[config.mk]
export PLATFORM = sky130hd
export DESIGN_NAME = conv_result_packer_flat
export DESIGN_NICKNAME = d
export VERILOG_FILES = /design/src/rtl/conv_pkg.sv /design/src/rtl/conv_result_packer_if.sv /design/src/rtl/conv_quantizer.sv /design/src/rtl/conv_result_packer.sv /design/src/flat_wrapper.sv
export SDC_FILE = /design/constraint.sdc
export NUM_CORES = 1
export LEC_CHECK = 0
export ABC_AREA = 1
export BUFFER_PORTS_ARGS = -buffer_cell sky130_fd_sc_hd__buf_4
export CAP_MARGIN = 0
export CORE_MARGIN = 1.5
export CORE_UTILIZATION = 57
export DETAILED_ROUTE_END_ITERATION = 8
export PLACE_DENSITY_LB_ADDON = 0.25
export SLEW_MARGIN = 20
export SYNTH_ARGS = -nofsm -noshare
export SYNTH_HDL_FRONTEND = slang
export SYNTH_SLANG_ARGS = --single-unit
[constraint.sdc]
create_clock -name clk -period 2.8 [get_ports clk]
set_input_delay 0.28 -clock clk [delete_from_list [all_inputs] [get_ports clk]]
set_output_delay 0.28 -clock clk [all_outputs]
set_load 0.1 [all_outputs]
[src/rtl/conv_pkg.sv]
// -----------------------------------------------------------------------------
// conv_pkg
// Shared definitions for the convolution output stage:
//   - state_e      : packer FSM states
//   - DEF_*        : default widths/geometry used by the packer and its users
//   - quantize()   : shift + ReLU + saturate at the default widths, for callers
//                    that handle a single result outside the packer datapath
// -----------------------------------------------------------------------------
package conv_pkg;

    typedef enum logic [1:0] {
        ST_IDLE    = 2'd0,
        ST_COLLECT = 2'd1,
        ST_WRITE   = 2'd2,
        ST_DONE    = 2'd3
    } state_e;

    localparam int DEF_ACC_W  = 24;
    localparam int DEF_OUT_W  = 8;
    localparam int DEF_LANES  = 4;
    localparam int DEF_SHIFT  = 4;
    localparam int DEF_ADDR_W = 16;
    localparam int DEF_CNT_W  = 12;

    // Arithmetic shift, then clamp to [0, 2^OUT_W-1].
    function automatic logic [DEF_OUT_W-1:0] quantize(input logic signed [DEF_ACC_W-1:0] acc);
        logic signed [DEF_ACC_W-1:0] q;
        q = acc >>> DEF_SHIFT;
        if (q[DEF_ACC_W-1]) begin
            return '0;
        end else if (|q[DEF_ACC_W-2:DEF_OUT_W]) begin
            return '1;
        end
        return q[DEF_OUT_W-1:0];
    endfunction

endpackage

[src/rtl/conv_result_packer_if.sv]
// -----------------------------------------------------------------------------
// conv_result_packer_if
// Bundles the layer control, result stream and memory write bus of the packer.
//   master : drives start/base_addr/num_results, in_valid/in_data, mem_ready
//   slave  : the packer; drives in_ready, mem_wr_en/mem_addr/mem_wdata,
//            busy and done
// -----------------------------------------------------------------------------
interface conv_result_packer_if
    import conv_pkg::*;
#(
    parameter int ACC_W  = DEF_ACC_W,
    parameter int OUT_W  = DEF_OUT_W,
    parameter int LANES  = DEF_LANES,
    parameter int ADDR_W = DEF_ADDR_W,
    parameter int CNT_W  = DEF_CNT_W
);

    logic                     start;
    logic [ADDR_W-1:0]        base_addr;
    logic [CNT_W-1:0]         num_results;
    logic                     in_valid;
    logic [ACC_W-1:0]         in_data;
    logic                     in_ready;
    logic                     mem_wr_en;
    logic [ADDR_W-1:0]        mem_addr;
    logic [LANES*OUT_W-1:0]   mem_wdata;
    logic                     mem_ready;
    logic                     busy;
    logic                     done;

    modport master (
        output start, base_addr, num_results, in_valid, in_data, mem_ready,
        input  in_ready, mem_wr_en, mem_addr, mem_wdata, busy, done
    );

    modport slave (
        input  start, base_addr, num_results, in_valid, in_data, mem_ready,
        output in_ready, mem_wr_en, mem_addr, mem_wdata, busy, done
    );

endinterface

[src/rtl/conv_quantizer.sv]
// -----------------------------------------------------------------------------
// conv_quantizer
// Purely combinational requantizer: signed ACC_W result -> unsigned OUT_W byte.
//   data_i : signed accumulator result
//   data_o : (data_i >>> SHIFT) clamped to [0, 2^OUT_W-1]
// -----------------------------------------------------------------------------
module conv_quantizer
    import conv_pkg::*;
#(
    parameter int ACC_W = DEF_ACC_W,
    parameter int OUT_W = DEF_OUT_W,
    parameter int SHIFT = DEF_SHIFT
) (
    input  logic signed [ACC_W-1:0] data_i,
    output logic        [OUT_W-1:0] data_o
);

    logic signed [ACC_W-1:0] shifted;

    assign shifted = data_i >>> SHIFT;

    // Sign bit set -> negative -> ReLU to 0; any set bit above the output
    // width on a positive value -> saturate.
    always_comb begin
        // NOTE: every combinational output gets a default first so no path
        // leaves it unassigned, which would infer a latch.
        data_o = shifted[OUT_W-1:0];
        if (shifted[ACC_W-1]) begin
            data_o = '0;
        end else if (|shifted[ACC_W-2:OUT_W]) begin
            data_o = '1;
        end
    end

endmodule

[src/rtl/conv_result_packer.sv]
// -----------------------------------------------------------------------------
// conv_result_packer
// Requantizes accumulator results, packs LANES bytes per word and writes the
// words to consecutive addresses from a latched base; a partial last word is
// zero-padded. done pulses for one cycle when the layer completes.
//   clk  : clock, all state on posedge
//   rst  : synchronous active-high reset
//   bus  : conv_result_packer_if.slave (control, result stream, memory bus)
// All outputs come from registered state only.
// -----------------------------------------------------------------------------
module conv_result_packer
    import conv_pkg::*;
#(
    parameter int ACC_W  = DEF_ACC_W,
    parameter int OUT_W  = DEF_OUT_W,
    parameter int LANES  = DEF_LANES,
    parameter int SHIFT  = DEF_SHIFT,
    parameter int ADDR_W = DEF_ADDR_W,
    parameter int CNT_W  = DEF_CNT_W
) (
    input  logic                 clk,
    input  logic                 rst,
    conv_result_packer_if.slave  bus
);

    localparam int WORD_W = LANES * OUT_W;
    localparam int LANE_W = (LANES > 1) ? $clog2(LANES) : 1;

    state_e              state_q, state_d;
    logic [LANE_W-1:0]   lane_cnt_q, lane_cnt_d;
    logic [CNT_W-1:0]    res_cnt_q, res_cnt_d;
    logic [CNT_W-1:0]    num_q, num_d;
    logic [ADDR_W-1:0]   base_q, base_d;
    logic [ADDR_W-1:0]   widx_q, widx_d;
    logic [ADDR_W-1:0]   addr_q, addr_d;
    logic [WORD_W-1:0]   pack_q, pack_d;
    logic [WORD_W-1:0]   wdata_q, wdata_d;

    logic [OUT_W-1:0]    q_byte;
    logic [WORD_W-1:0]   pack_ins;
    logic                xfer;
    logic                last_in_word;

    conv_quantizer #(
        .ACC_W (ACC_W),
        .OUT_W (OUT_W),
        .SHIFT (SHIFT)
    ) u_quant (
        .data_i (bus.in_data),
        .data_o (q_byte)
    );

    // in_ready is exactly "state is COLLECT", so this is the accepted-input strobe.
    assign xfer         = (state_q == ST_COLLECT) && bus.in_valid;
    assign last_in_word = (lane_cnt_q == LANE_W'(LANES - 1)) ||
                          ((res_cnt_q + CNT_W'(1)) == num_q);

    // Pack register with the incoming byte dropped into the current lane; this
    // is also what gets written when the word closes on this transfer.
    always_comb begin
        pack_ins = pack_q;
        for (int l = 0; l < LANES; l++) begin
            if (lane_cnt_q == LANE_W'(l)) begin
                pack_ins[l*OUT_W +: OUT_W] = q_byte;
            end
        end
    end

    // ---------------- FSM: state register ----------------
    always_ff @(posedge clk) begin
        // NOTE: sequential state uses non-blocking assignments so every
        // register samples pre-edge values regardless of block ordering.
        if (rst) begin
            state_q <= ST_IDLE;
        end else begin
            state_q <= state_d;
        end
    end

    // ---------------- FSM: next state ----------------
    always_comb begin
        state_d = state_q;
        case (state_q)
            ST_IDLE: begin
                if (bus.start) begin
                    state_d = (bus.num_results != '0) ? ST_COLLECT : ST_DONE;
                end
            end
            ST_COLLECT: begin
                if (xfer && last_in_word) begin
                    state_d = ST_WRITE;
                end
            end
            ST_WRITE: begin
                // res_cnt already counts every result packed into this word.
                if (bus.mem_ready) begin
                    state_d = (res_cnt_q == num_q) ? ST_DONE : ST_COLLECT;
                end
            end
            ST_DONE:  state_d = ST_IDLE;
            default:  state_d = ST_IDLE;
        endcase
    end

    // ---------------- FSM: outputs ----------------
    always_comb begin
        bus.in_ready  = (state_q == ST_COLLECT);
        bus.mem_wr_en = (state_q == ST_WRITE);
        bus.busy      = (state_q != ST_IDLE);
        bus.done      = (state_q == ST_DONE);
    end

    assign bus.mem_addr  = addr_q;
    assign bus.mem_wdata = wdata_q;

    // ---------------- Datapath next state ----------------
    always_comb begin
        lane_cnt_d = lane_cnt_q;
        res_cnt_d  = res_cnt_q;
        num_d      = num_q;
        base_d     = base_q;
        widx_d     = widx_q;
        addr_d     = addr_q;
        pack_d     = pack_q;
        wdata_d    = wdata_q;
        case (state_q)
            ST_IDLE: begin
                if (bus.start && (bus.num_results != '0)) begin
                    base_d     = bus.base_addr;
                    num_d      = bus.num_results;
                    lane_cnt_d = '0;
                    res_cnt_d  = '0;
                    widx_d     = '0;
                    pack_d     = '0;
                end
            end
            ST_COLLECT: begin
                if (xfer) begin
                    pack_d     = pack_ins;
                    lane_cnt_d = lane_cnt_q + LANE_W'(1);
                    res_cnt_d  = res_cnt_q + CNT_W'(1);
                    if (last_in_word) begin
                        wdata_d = pack_ins;
                        addr_d  = base_q + widx_q;   // wraps modulo 2^ADDR_W
                    end
                end
            end
            ST_WRITE: begin
                if (bus.mem_ready) begin
                    widx_d     = widx_q + ADDR_W'(1);
                    pack_d     = '0;
                    lane_cnt_d = '0;
                end
            end
            default: ;
        endcase
    end

    // ---------------- Datapath registers ----------------
    always_ff @(posedge clk) begin
        if (rst) begin
            // NOTE: the pack register is reset along with the counters; a
            // partial word from an aborted layer must never leak into the
            // next layer's zero-padded lanes.
            lane_cnt_q <= '0;
            res_cnt_q  <= '0;
            num_q      <= '0;
            base_q     <= '0;
            widx_q     <= '0;
            addr_q     <= '0;
            pack_q     <= '0;
            wdata_q    <= '0;
        end else begin
            lane_cnt_q <= lane_cnt_d;
            res_cnt_q  <= res_cnt_d;
            num_q      <= num_d;
            base_q     <= base_d;
            widx_q     <= widx_d;
            addr_q     <= addr_d;
            pack_q     <= pack_d;
            wdata_q    <= wdata_d;
        end
    end

endmodule

[src/flat_wrapper.sv]
// flat-port wrapper written by rule: the top's interface ports become plain ports
module conv_result_packer_flat import conv_pkg::*;
#(
    parameter int ACC_W  = DEF_ACC_W,
    parameter int OUT_W  = DEF_OUT_W,
    parameter int LANES  = DEF_LANES,
    parameter int SHIFT  = DEF_SHIFT,
    parameter int ADDR_W = DEF_ADDR_W,
    parameter int CNT_W  = DEF_CNT_W
)
  (clk, rst, bus_start, bus_base_addr, bus_num_results, bus_in_valid, bus_in_data, bus_mem_ready, bus_in_ready, bus_mem_wr_en, bus_mem_addr, bus_mem_wdata, bus_busy, bus_done);
  conv_result_packer_if #(.ACC_W(ACC_W), .OUT_W(OUT_W), .LANES(LANES), .ADDR_W(ADDR_W), .CNT_W(CNT_W)) bus_i ();
  input  logic clk;
  input  logic rst;
  input wire logic [$bits(bus_i.start)-1:0] bus_start;
  input wire logic [$bits(bus_i.base_addr)-1:0] bus_base_addr;
  input wire logic [$bits(bus_i.num_results)-1:0] bus_num_results;
  input wire logic [$bits(bus_i.in_valid)-1:0] bus_in_valid;
  input wire logic [$bits(bus_i.in_data)-1:0] bus_in_data;
  input wire logic [$bits(bus_i.mem_ready)-1:0] bus_mem_ready;
  output wire logic [$bits(bus_i.in_ready)-1:0] bus_in_ready;
  output wire logic [$bits(bus_i.mem_wr_en)-1:0] bus_mem_wr_en;
  output wire logic [$bits(bus_i.mem_addr)-1:0] bus_mem_addr;
  output wire logic [$bits(bus_i.mem_wdata)-1:0] bus_mem_wdata;
  output wire logic [$bits(bus_i.busy)-1:0] bus_busy;
  output wire logic [$bits(bus_i.done)-1:0] bus_done;
  assign bus_i.start = bus_start;
  assign bus_i.base_addr = bus_base_addr;
  assign bus_i.num_results = bus_num_results;
  assign bus_i.in_valid = bus_in_valid;
  assign bus_i.in_data = bus_in_data;
  assign bus_i.mem_ready = bus_mem_ready;
  assign bus_in_ready = bus_i.in_ready;
  assign bus_mem_wr_en = bus_i.mem_wr_en;
  assign bus_mem_addr = bus_i.mem_addr;
  assign bus_mem_wdata = bus_i.mem_wdata;
  assign bus_busy = bus_i.busy;
  assign bus_done = bus_i.done;
  conv_result_packer #(.ACC_W(ACC_W), .OUT_W(OUT_W), .LANES(LANES), .SHIFT(SHIFT), .ADDR_W(ADDR_W), .CNT_W(CNT_W)) u_core (.clk(clk), .rst(rst), .bus(bus_i));
endmodule
==> results of run 1 <==
==> layout make-up <==
class                      instances  share of cell area, %
clock buffer                      21                  5.565
multi-input combinational        725                  42.98
clock inverter                    10                  1.362
sequential                       140                  33.16
timing repair buffer             119                  10.81
tap                              147                  2.176
inverter                          89                  3.952
==> what timing repair did <==
action / 4_1_cts / 5_1_grt
setup buffers: 0 / 1
setup endpoints to repair: 0 / 46
hold endpoints to repair: 0 / 0
resized for setup: 0 / 3
==> power by group <==
group	switching (mW)	total [mW]	internal [mW]	leakage [nW]
combinational	0.514	0.760	0.246	2.03
clock	0.839	2.21	1.38	0.293
sequential	0.0778	2.15	2.07	1.14
==> Yosys cell counts (3+ instances only) <==
| master | instances |
|---|---|
| buf_1 | 5 |
| nor4_1 | 8 |
| a211oi_1 | 7 |
| o21ai_0 | 105 |
| a221oi_1 | 4 |
| o21ai_1 | 20 |
| buf_6 | 3 |
| clkbuf_1 | 27 |
| nor3_1 | 13 |
| inv_1 | 87 |
| xor2_1 | 18 |
| o22ai_1 | 3 |
| nor2_1 | 124 |
| xnor2_1 | 14 |
| nand3b_1 | 3 |
| nand2_1 | 217 |
| ha_1 | 22 |
| dfxtp_1 | 140 |
| nor2_4 | 3 |
| nand4_1 | 10 |
| a21oi_1 | 101 |
| a31oi_1 | 3 |
| nand3_1 | 38 |
| nor2_2 | 3 |
| buf_2 | 9 |
==> worst max path at each step <==
stage / endpoint / cells past startpoint
finish: u_core.bus.mem_addr[3] / 15
global route: u_core.bus.mem_addr[3] / 15
CTS: u_core.bus.mem_wdata[19] / 14
detailed placement: u_core.bus.mem_wdata[16] / 14
global placement: u_core.bus.mem_wdata[15] / 14
floorplan: u_core.widx_q[1] / 11
==> per-layer routing <==
metal | global-route usage [%] | vias up | part of all wire, %
met2 | 46.27 | 207 | 47
met5 | 0 | - | 0
met3 | 5.898 | 38 | 5.3
li1 | - | 3483 | -
met1 | 35.91 | 3115 | 45
met4 | 10.67 | 0 | 2.7
==> cells by family after synthesis <==
group,synth area share (%)
AND/OR/NAND/NOR,24.80
AO/OA/AOI/OAI,18.81
flip-flops,40.20
buffers and inverters,7.932
XOR/XNOR,4.020
adder cells (fa/ha/maj),4.235
==> worst min-delay path: cells and delay by family <==
family,cells,cell delay (ns)
compound gates,2,0.17
buf+inv,1,0.07
==> flip-flops by register name, indices dropped and copies added, names as in the netlist <==
register / cells
u_core.bus.mem_wdata: 32
u_core.widx_q: 16
u_core.base_q: 16
u_core.res_cnt_q: 12
u_core.num_q: 12
u_core.lane_cnt_q: 2
u_core.pack_q: 32
u_core.state_q: 2
u_core.bus.mem_addr: 16
==> per-stage QoR <==
step                area, sq um  worst slack (ns)
global placement           7838            0.3272
detailed placement         7838            0.3046
global route               8453          0.006162
finish                     8453            0.2613
floorplan                  6972            0.2571
CTS                        8423            0.2133
==> flow_summary.json, run 1 <==
{
  "cts_tree": "yes",
  "crit_required_ns": 3.10,
  "final_common_cell": "nand2_1",
  "power_mw": 5.128,
  "avgSynthCellArea_sq_um": 6.965,
  "yosys_most_used_dff": "dfxtp_1",
  "final-hold-violation-count": 0,
  "die_height_um": 113.6,
  "ios": 109,
  "cp_cell_sequence": "ha_1, nand2_1, nor2_2, nand2_1, nand2_1, nand3_1, nand2_1, nand3_1, nor2_1, nand2_1, nand2_1, nand2_1, buf_6, o21ai_0, nor2_1",
  "crit_arrival_ns": 2.84,
  "final_cell_mix": "nand2_1 (217), dfxtp_1 (140), nor2_1 (122)",
  "core_sq_um": 11960,
  "setup.worst_path.start": "u_core.res_cnt_q[0]",
  "htreeDepth": 4,
  "cts-buffers-inserted": 17,
  "crit_type": "flip-flop to flip-flop",
  "row_count": 40,
  "ys_seq_area_share_pct": 40.20,
  "gr-total-overflow": 0,
  "grt_max_degree": 76,
  "cts_buffer_depth": 2,
  "clock-sinks": 140,
  "drt-total-wl_um": 17520,
  "r2r_setup_slack_ns": 0.26,
  "portBuffers": 104,
  "worstHoldPathType": "primary input to flip-flop",
  "max_freq_ghz": 0.3939,
  "syn-cell-area_sq_um": 6972,
  "drtIter0Drc": 472,
  "leakage_nw": 3.456,
  "rr_worst_depth": 15,
  "grt_pass1_wl_um": 28860,
  "cp-start-kind": "flip-flop",
  "vias": 6843,
  "relSlewSlack_pct": 46.81,
  "drtAntennaViolNets": 0,
  "fill_cells": 1050,
  "grt_pass1_vias": 6176,
  "synth_edf_count": 0,
  "holdBufCountCts": 0,
  "multiInputGateArea_sq_um": 3633,
  "period_minus_slack_ns": 2.539,
  "cap_violations": 0,
  "slew_violations": 0,
  "synth_area_leaders": "dfxtp_1 (40%), nand2_1 (12%), o21ai_0 (7.5%), a21oi_1 (7.3%), nor2_1 (6.7%)",
  "crit_path_max_fanout": 48,
  "dp_cells": 1219,
  "instances_no_fill": 1251,
  "grt.total_usage_pct": 27.94,
  "hold_path_end": "u_core.base_q[11]",
  "cp_num_buf_inv": 1,
  "clk_pin_slew_ns": 0.06,
  "wl_per_cell_um": 14.00,
  "synth_warnings": 0,
  "start_util_pct": 58.28,
  "outcome": "complete, no violations",
  "dr.pass1.iters": 5,
  "post-route-util_pct": 70.67,
  "seq_area_sq_um": 2803,
  "dieArea_sq_um": 12900,
  "whs_ns": 0.1400,
  "tightest_slew_ns": 0.7950,
  "worstReg2RegStart": "u_core.res_cnt_q[0]",
  "cpPeakStageDelay_ns": 0.43,
  "synth_cells": 1001,
  "slowest_stage": "dfxtp_1",
  "syn_nets": 1081,
  "tns_ns": 0,
  "hold_depth": 3,
  "min_from": "bus_base_addr[11]",
  "syn_to_final_growth_pct": 21.25,
  "synth.distinct_cells": 37,
  "min_period_over_period_pct": 90.67,
  "cts_root_buffer": "clkbuf_16",
  "powerDensity_nw_per_um2": 606.7,
  "clock_latency_ns": 0.42,
  "ys_ff_latch": 140,
  "ir_drop_mv": 0.5361,
  "vias_per_cell": 5.470,
  "die_w_um": 113.6,
  "hpwl_um": 12030,
  "finClkSkew_ns": 0.006874,
  "diodes": 0,
  "fin_nets": 1172,
  "antenna_found_initial": 0,
  "cp_common_cell": "nand2_1",
  "yosysTopAreaCell": "dfxtp_1",
  "post-route-drc-count": 0,
  "critical_path.endpoint_type": "flip-flop",
  "r2r-end": "u_core.bus.mem_addr[3]",
  "path_delay_family": "simple AND/OR/NAND/NOR gates",
  "rsz0062_at_grt": "no",
  "netlist.area_leader.share_pct": 40.20,
  "synthArstFlopShare_pct": 0,
  "setup_viol": 0,
  "drive_gt1_share_pct": 14.67,
  "place.gp.congestion": 0.8970
}
No activity file was read; power rests on OpenSTA's default activity.
==> run 2: changes to the inputs <==
Settings changed: ABC_AREA 1 to 0, CORE_MARGIN 1.5 to 5, CORE_UTILIZATION 57 to 58.
==> flow_summary.json, run 2 <==
{
  "htreeDepth": 4,
  "tightest_slew_ns": 0.6911,
  "cts_tree": "yes",
  "slowest_stage": "or4_1",
  "p_sw_mw": 1.335,
  "antenna_found_initial": 0,
  "synth_area_leaders": "dfxtp_1 (38%), nor2_1 (5.5%), a211oi_2 (5.3%), a21oi_1 (4.8%), nand2_1 (4.8%)",
  "dieArea_sq_um": 15010,
  "synthSimpleGateAreaFrac_pct": 23.50,
  "syn_nets": 959,
  "hpwl_um": 12510,
  "clk_pin_slew_ns": 0.06,
  "yosysTopAreaCell": "dfxtp_1",
  "p_comb_share_pct": 13.4,
  "ios": 109,
  "gr-total-overflow": 0,
  "slew_violations": 0,
  "drive_gt1_share_pct": 21.44,
  "worstHoldPathType": "primary input to flip-flop",
  "crit_type": "flip-flop to flip-flop",
  "cp_cell_sequence": "ha_1, xnor2_1, nand3_1, nor3_1, o2111ai_1, or4_1, buf_12, nand2_8, a211oi_1",
  "yosys_most_used_dff": "dfxtp_1",
  "clock-sinks": 140,
  "yosys.area_share.adder_pct": 4.022,
  "powerDensity_nw_per_um2": 582.5,
  "p_clk_share_pct": 45.9,
  "power_frac_seq_pct": 40.7,
  "synthMuxAreaShare_pct": 4.500,
  "drtIter0Drc": 438,
  "netlist.area_leader.share_pct": 38.18,
  "post-route-drc-count": 0,
  "max_freq_ghz": 0.3845,
  "rsz0062_at_grt": "no",
  "power.share.switching_pct": 25.90,
  "portBuffers": 104,
  "wl_per_cell_um": 15.94,
  "drtAntennaViolNets": 0,
  "final_common_cell": "dfxtp_1",
  "cap_violations": 0,
  "clock_latency_ns": 0.42,
  "crit_arrival_ns": 2.86,
  "dr.pass1.iters": 5,
  "diodes": 0,
  "synth_most_common_cell": "dfxtp_1",
  "syn-cell-area_sq_um": 7341,
  "p_int_mw": 3.819,
  "cts_root_buffer": "clkbuf_16",
  "final_cell_mix": "dfxtp_1 (138), buf_4 (119), nor2_1 (108)",
  "synth_warnings": 0,
  "fill_cells": 1048,
  "grt_pass1_wl_um": 29770,
  "finClkSkew_ns": 0.006716,
  "ys_seq_area_share_pct": 38.18,
  "setup_viol": 0,
  "grt.total_usage_pct": 24.73,
  "avgSynthCellArea_sq_um": 8.351,
  "crit_path_max_fanout": 19,
  "postCtsSetupBuffers": 0,
  "syn_to_final_growth_pct": 20.56,
  "relSlewSlack_pct": 53.76,
  "synth.distinct_cells": 60,
  "final-hold-violation-count": 0,
  "tns_ns": 0,
  "synthArstFlopShare_pct": 0,
  "period_minus_slack_ns": 2.601,
  "drt-total-wl_um": 18210,
  "place.gp.congestion": 0.8917,
  "min_period_over_period_pct": 92.90,
  "fin_nets": 1037,
  "die_w_um": 122.5,
  "grt_max_degree": 59,
  "crit_required_ns": 3.06,
  "synthTopCellsByCount": "dfxtp_1 (140), nor2_1 (108), nand2_1 (93), a21oi_1 (71), nor3_1 (46)",
  "vias_per_cell": 5.696,
  "cpPeakStageDelay_ns": 0.51,
  "grt_pass1_vias": 6125,
  "outcome": "complete, no violations",
  "synth_cells": 879,
  "synth_compound_area_share_pct": 18.10,
  "ys_ff_latch": 140,
  "synth_xor_area_share_pct": 5.966,
  "leakage_nw": 3.470,
  "dp_cells": 1109,
  "ir_drop_mv": 0.4317,
  "instances_no_fill": 1142,
  "synth_top_family_by_area": "simple AND/OR/NAND/NOR gates",
  "cts-buffers-inserted": 17,
  "synth_edf_count": 0,
  "critical_path.endpoint_type": "flip-flop",
  "vias": 6505,
  "cts_buffer_depth": 2,
  "core_sq_um": 12520,
  "start_util_pct": 58.65,
  "die_height_um": 122.5,
  "cp-start-kind": "flip-flop",
  "row_count": 41
}
[run 2: what timing repair did]
item                                    CTS  global route
gates resized for setup                   0             3
hold buffers                              0             0
endpoints found under the setup margin    0            33
[run 2: power by group through the flow]
stage	clock network, mW	registers (mW)	logic [mW]
6_report	2.37	2.10	0.692
5_1_grt	2.49	2.10	0.748
4_1_cts	2.39	2.09	0.688
3_5_place_dp	0	2.14	0.680
3_3_place_gp	0	2.13	0.677
2_1_floorplan	0	2.17	0.428
[run 2: cell type report]
class | instances | area, sq um | area share [%]
sequential | 140 | 2805 | 31.70
clock inverter | 10 | 163.9 | 1.852
tap | 172 | 215.2 | 2.432
inverter | 16 | 60.06 | 0.6786
multi-input combinational | 659 | 4168 | 47.09
clock buffer | 22 | 464.2 | 5.245
timing repair buffer | 123 | 973.4 | 11.00
[run 2: worst max-delay path, delay by kind of cell, from the launching register on]
kind	cells	cell delay (ns)
and+or+nand+nor	4	0.96
DFF	1	0.47
AOI/OAI and AO/OA	2	0.32
adders and majority gates	1	0.31
buffers and inverters	1	0.20
xor gates and xnor gates	1	0.17
[run 2: path summary, 6_finish.rpt]
check / cells after the start / slack [ns] / start / endpoint
setup / recovery: 9 / 0.20 / u_core.res_cnt_q[0] / u_core.bus.mem_wdata[26]
hold / removal: 3 / 0.11 / bus_base_addr[3] / u_core.base_q[3]
setup reg to reg: 9 / 0.20 / u_core.res_cnt_q[0] / u_core.bus.mem_wdata[26]
hold reg to reg: 2 / 0.47 / u_core.pack_q[28] / u_core.pack_q[28]
[run 2: cell families after synthesis]
logic type      Yosys count
compound gates          189
xor+xnor                 50
fa+ha+maj                23
buf+inv                  81
flops                   140
mux                      33
simple gates            363
[run 2: layer usage]
layer  GRT usage (%)  routed length (um)  vias up
met5               0                   0        -
met4           7.908                 266        0
met3           4.470                1002       19
met2           40.43                8510      202
met1           33.26                8428     3024
li1                -                   -     3260
[run 2: stage by stage]
stage	instance area, sq um	power [mW]	hold slack [ns]	worst slack (ns)	utilization [%]
6_report	8850	5.155	0.1061	0.1989	70.70
3_3_place_gp	8199	2.811	0.4528	0.1139	65.50
3_5_place_dp	8199	2.817	0.4575	0.08306	65.50
2_1_floorplan	7343	2.601	0.4160	0.3993	-
5_1_grt	8850	5.338	0.1120	0.03876	70.70
4_1_cts	8827	5.176	0.09549	0.05607	70.52
==> run 3: changes to the inputs <==
Settings changed: CORE_MARGIN 5 to 1.5.
==> flow_summary.json, run 3 (synthesized netlist as in run 2, its figures left out) <==
{
  "powerDensity_nw_per_um2": 555.7,
  "diodes": 0,
  "vias": 6638,
  "crit_required_ns": 3.10,
  "outcome": "complete, no violations",
  "cts_buffer_depth": 2,
  "cts_root_buffer": "clkbuf_16",
  "final_common_cell": "dfxtp_1",
  "finClkSkew_ns": 0.009379,
  "start_util_pct": 60.36,
  "grt_max_degree": 69,
  "worstHoldPathType": "primary input to flip-flop",
  "gr-usage-met2_pct": 47.10,
  "drt-total-wl_um": 18230,
  "cts_tree": "yes",
  "clock-sinks": 140,
  "final_cell_mix": "dfxtp_1 (138), buf_4 (120), nor2_1 (108)",
  "min_period_over_period_pct": 95.76,
  "rsz0062_at_grt": "no",
  "hpwl_um": 12500,
  "top_usage_layer": "met2",
  "ir_drop_mv": 0.4547,
  "cap_violations": 0,
  "grt_pass1_wl_um": 29590,
  "dieArea_sq_um": 13340,
  "portBuffers": 104,
  "power.share.switching_pct": 28.25,
  "fill_cells": 986,
  "syn_to_final_growth_pct": 19.77,
  "grt_pass1_vias": 6079,
  "met1_usage_pct": 35.95,
  "core_sq_um": 12160,
  "crit_type": "flip-flop to flip-flop",
  "ios": 109,
  "p_comb_share_pct": 13.9,
  "fin_nets": 1039,
  "wl_per_cell_um": 16.00,
  "relSlewSlack_pct": 44.27,
  "antenna_found_initial": 0,
  "grt.total_usage_pct": 28.21,
  "p_int_mw": 3.505,
  "drive_gt1_share_pct": 21.63,
  "crit_path_max_fanout": 19,
  "period_minus_slack_ns": 2.681,
  "cp-start-kind": "flip-flop",
  "p_sw_mw": 1.380,
  "leakage_nw": 3.450,
  "place.gp.congestion": 0.8996,
  "cp_cell_sequence": "nand4_1, nor4_1, xnor2_1, o31ai_1, or4_1, buf_12, nand2_4, a211oi_2",
  "htreeDepth": 4,
  "instances_no_fill": 1139,
  "vias_per_cell": 5.828,
  "gr-total-overflow": 0,
  "tns_ns": 0,
  "dr.pass1.iters": 5,
  "clock_latency_ns": 0.43,
  "slew_violations": 0,
  "die_w_um": 115.5,
  "critical_path.endpoint_type": "flip-flop",
  "row_count": 40,
  "drtIter0Drc": 576,
  "cpPeakStageDelay_ns": 0.54,
  "post-route-drc-count": 0,
  "tightest_slew_ns": 0.8360,
  "final-hold-violation-count": 0,
  "postCtsSetupBuffers": 0,
  "die_height_um": 115.5,
  "crit_arrival_ns": 2.98,
  "slowest_stage": "or4_1",
  "setup_viol": 0,
  "power_frac_seq_pct": 42.9,
  "cts-buffers-inserted": 17,
  "dp_cells": 1107,
  "clk_pin_slew_ns": 0.06,
  "use_met3_pct": 5.282,
  "max_freq_ghz": 0.3729,
  "p_clk_share_pct": 43.2,
  "drtAntennaViolNets": 0,
  "power_mw": 4.886
}
-- run 3: path summary, 6_finish.rpt --
path                          startpoint                       end  slack, ns  cells after the start
hold reg to reg   u_core.bus.mem_addr[8]    u_core.bus.mem_addr[8]       0.47                      2
hold / removal         bus_base_addr[10]         u_core.base_q[10]       0.09                      3
setup reg to reg     u_core.res_cnt_q[4]  u_core.bus.mem_wdata[22]       0.12                      8
setup / recovery     u_core.res_cnt_q[4]  u_core.bus.mem_wdata[22]       0.12                      8
-- run 3: through the flow --
stage / utilization [%] / setup WS [ns] / area [sq um] / hold slack [ns]
finish: 72.29 / 0.1187 / 8792 / 0.09389
floorplan: - / 0.3993 / 7343 / 0.4160
global placement: 67.60 / 0.1183 / 8222 / 0.4519
detailed placement: 67.60 / 0.07456 / 8222 / 0.4575
CTS: 72.14 / 0.06658 / 8773 / 0.08284
global route: 72.29 / 0.01185 / 8792 / 0.09709
-- run 3: layer usage --
layer  vias up  wire (um)
li1       3281          -
met1      3092       8145
met2       234       8680
met3        31       1007
met4         0        396
met5         -          0
-- run 3: worst max-delay path, delay by kind of cell (launching register included) --
kind,cells,cell delay (ns)
AND/OR/NAND/NOR,4,1.46
AO/OA/AOI/OAI,2,0.24
buffers and inverters,1,0.19
XOR/XNOR,1,0.16
flip-flops,1,0.49
-- run 3: power by group through the flow --
stage          Sequential (mW)  Clock (mW)  Combinational [mW]
6_report                  2.10        2.11               0.679
4_1_cts                   2.10        2.13               0.675
3_3_place_gp              2.14           0               0.667
3_5_place_dp              2.14           0               0.672
2_1_floorplan             2.17           0               0.428
5_1_grt                   2.10        2.22               0.738
-- run 3: cell type report --
| cell class | count | area [sq um] | share of cell area (%) |
|---|---|---|---|
| clock buffer | 20 | 436.7 | 4.967 |
| clock inverter | 11 | 115.1 | 1.309 |
| inverter | 16 | 60.06 | 0.6831 |
| multi-input combinational | 659 | 4164 | 47.36 |
| sequential | 140 | 2805 | 31.91 |
| tap | 168 | 210.2 | 2.391 |
| timing repair buffer | 125 | 1001 | 11.38 |
-- run 3: timing repair --
item	in CTS	in global routing
gates resized for setup	0	4
endpoints found under the setup margin	0	34
endpoints found under the hold margin	0	0
hold buffers	0	0
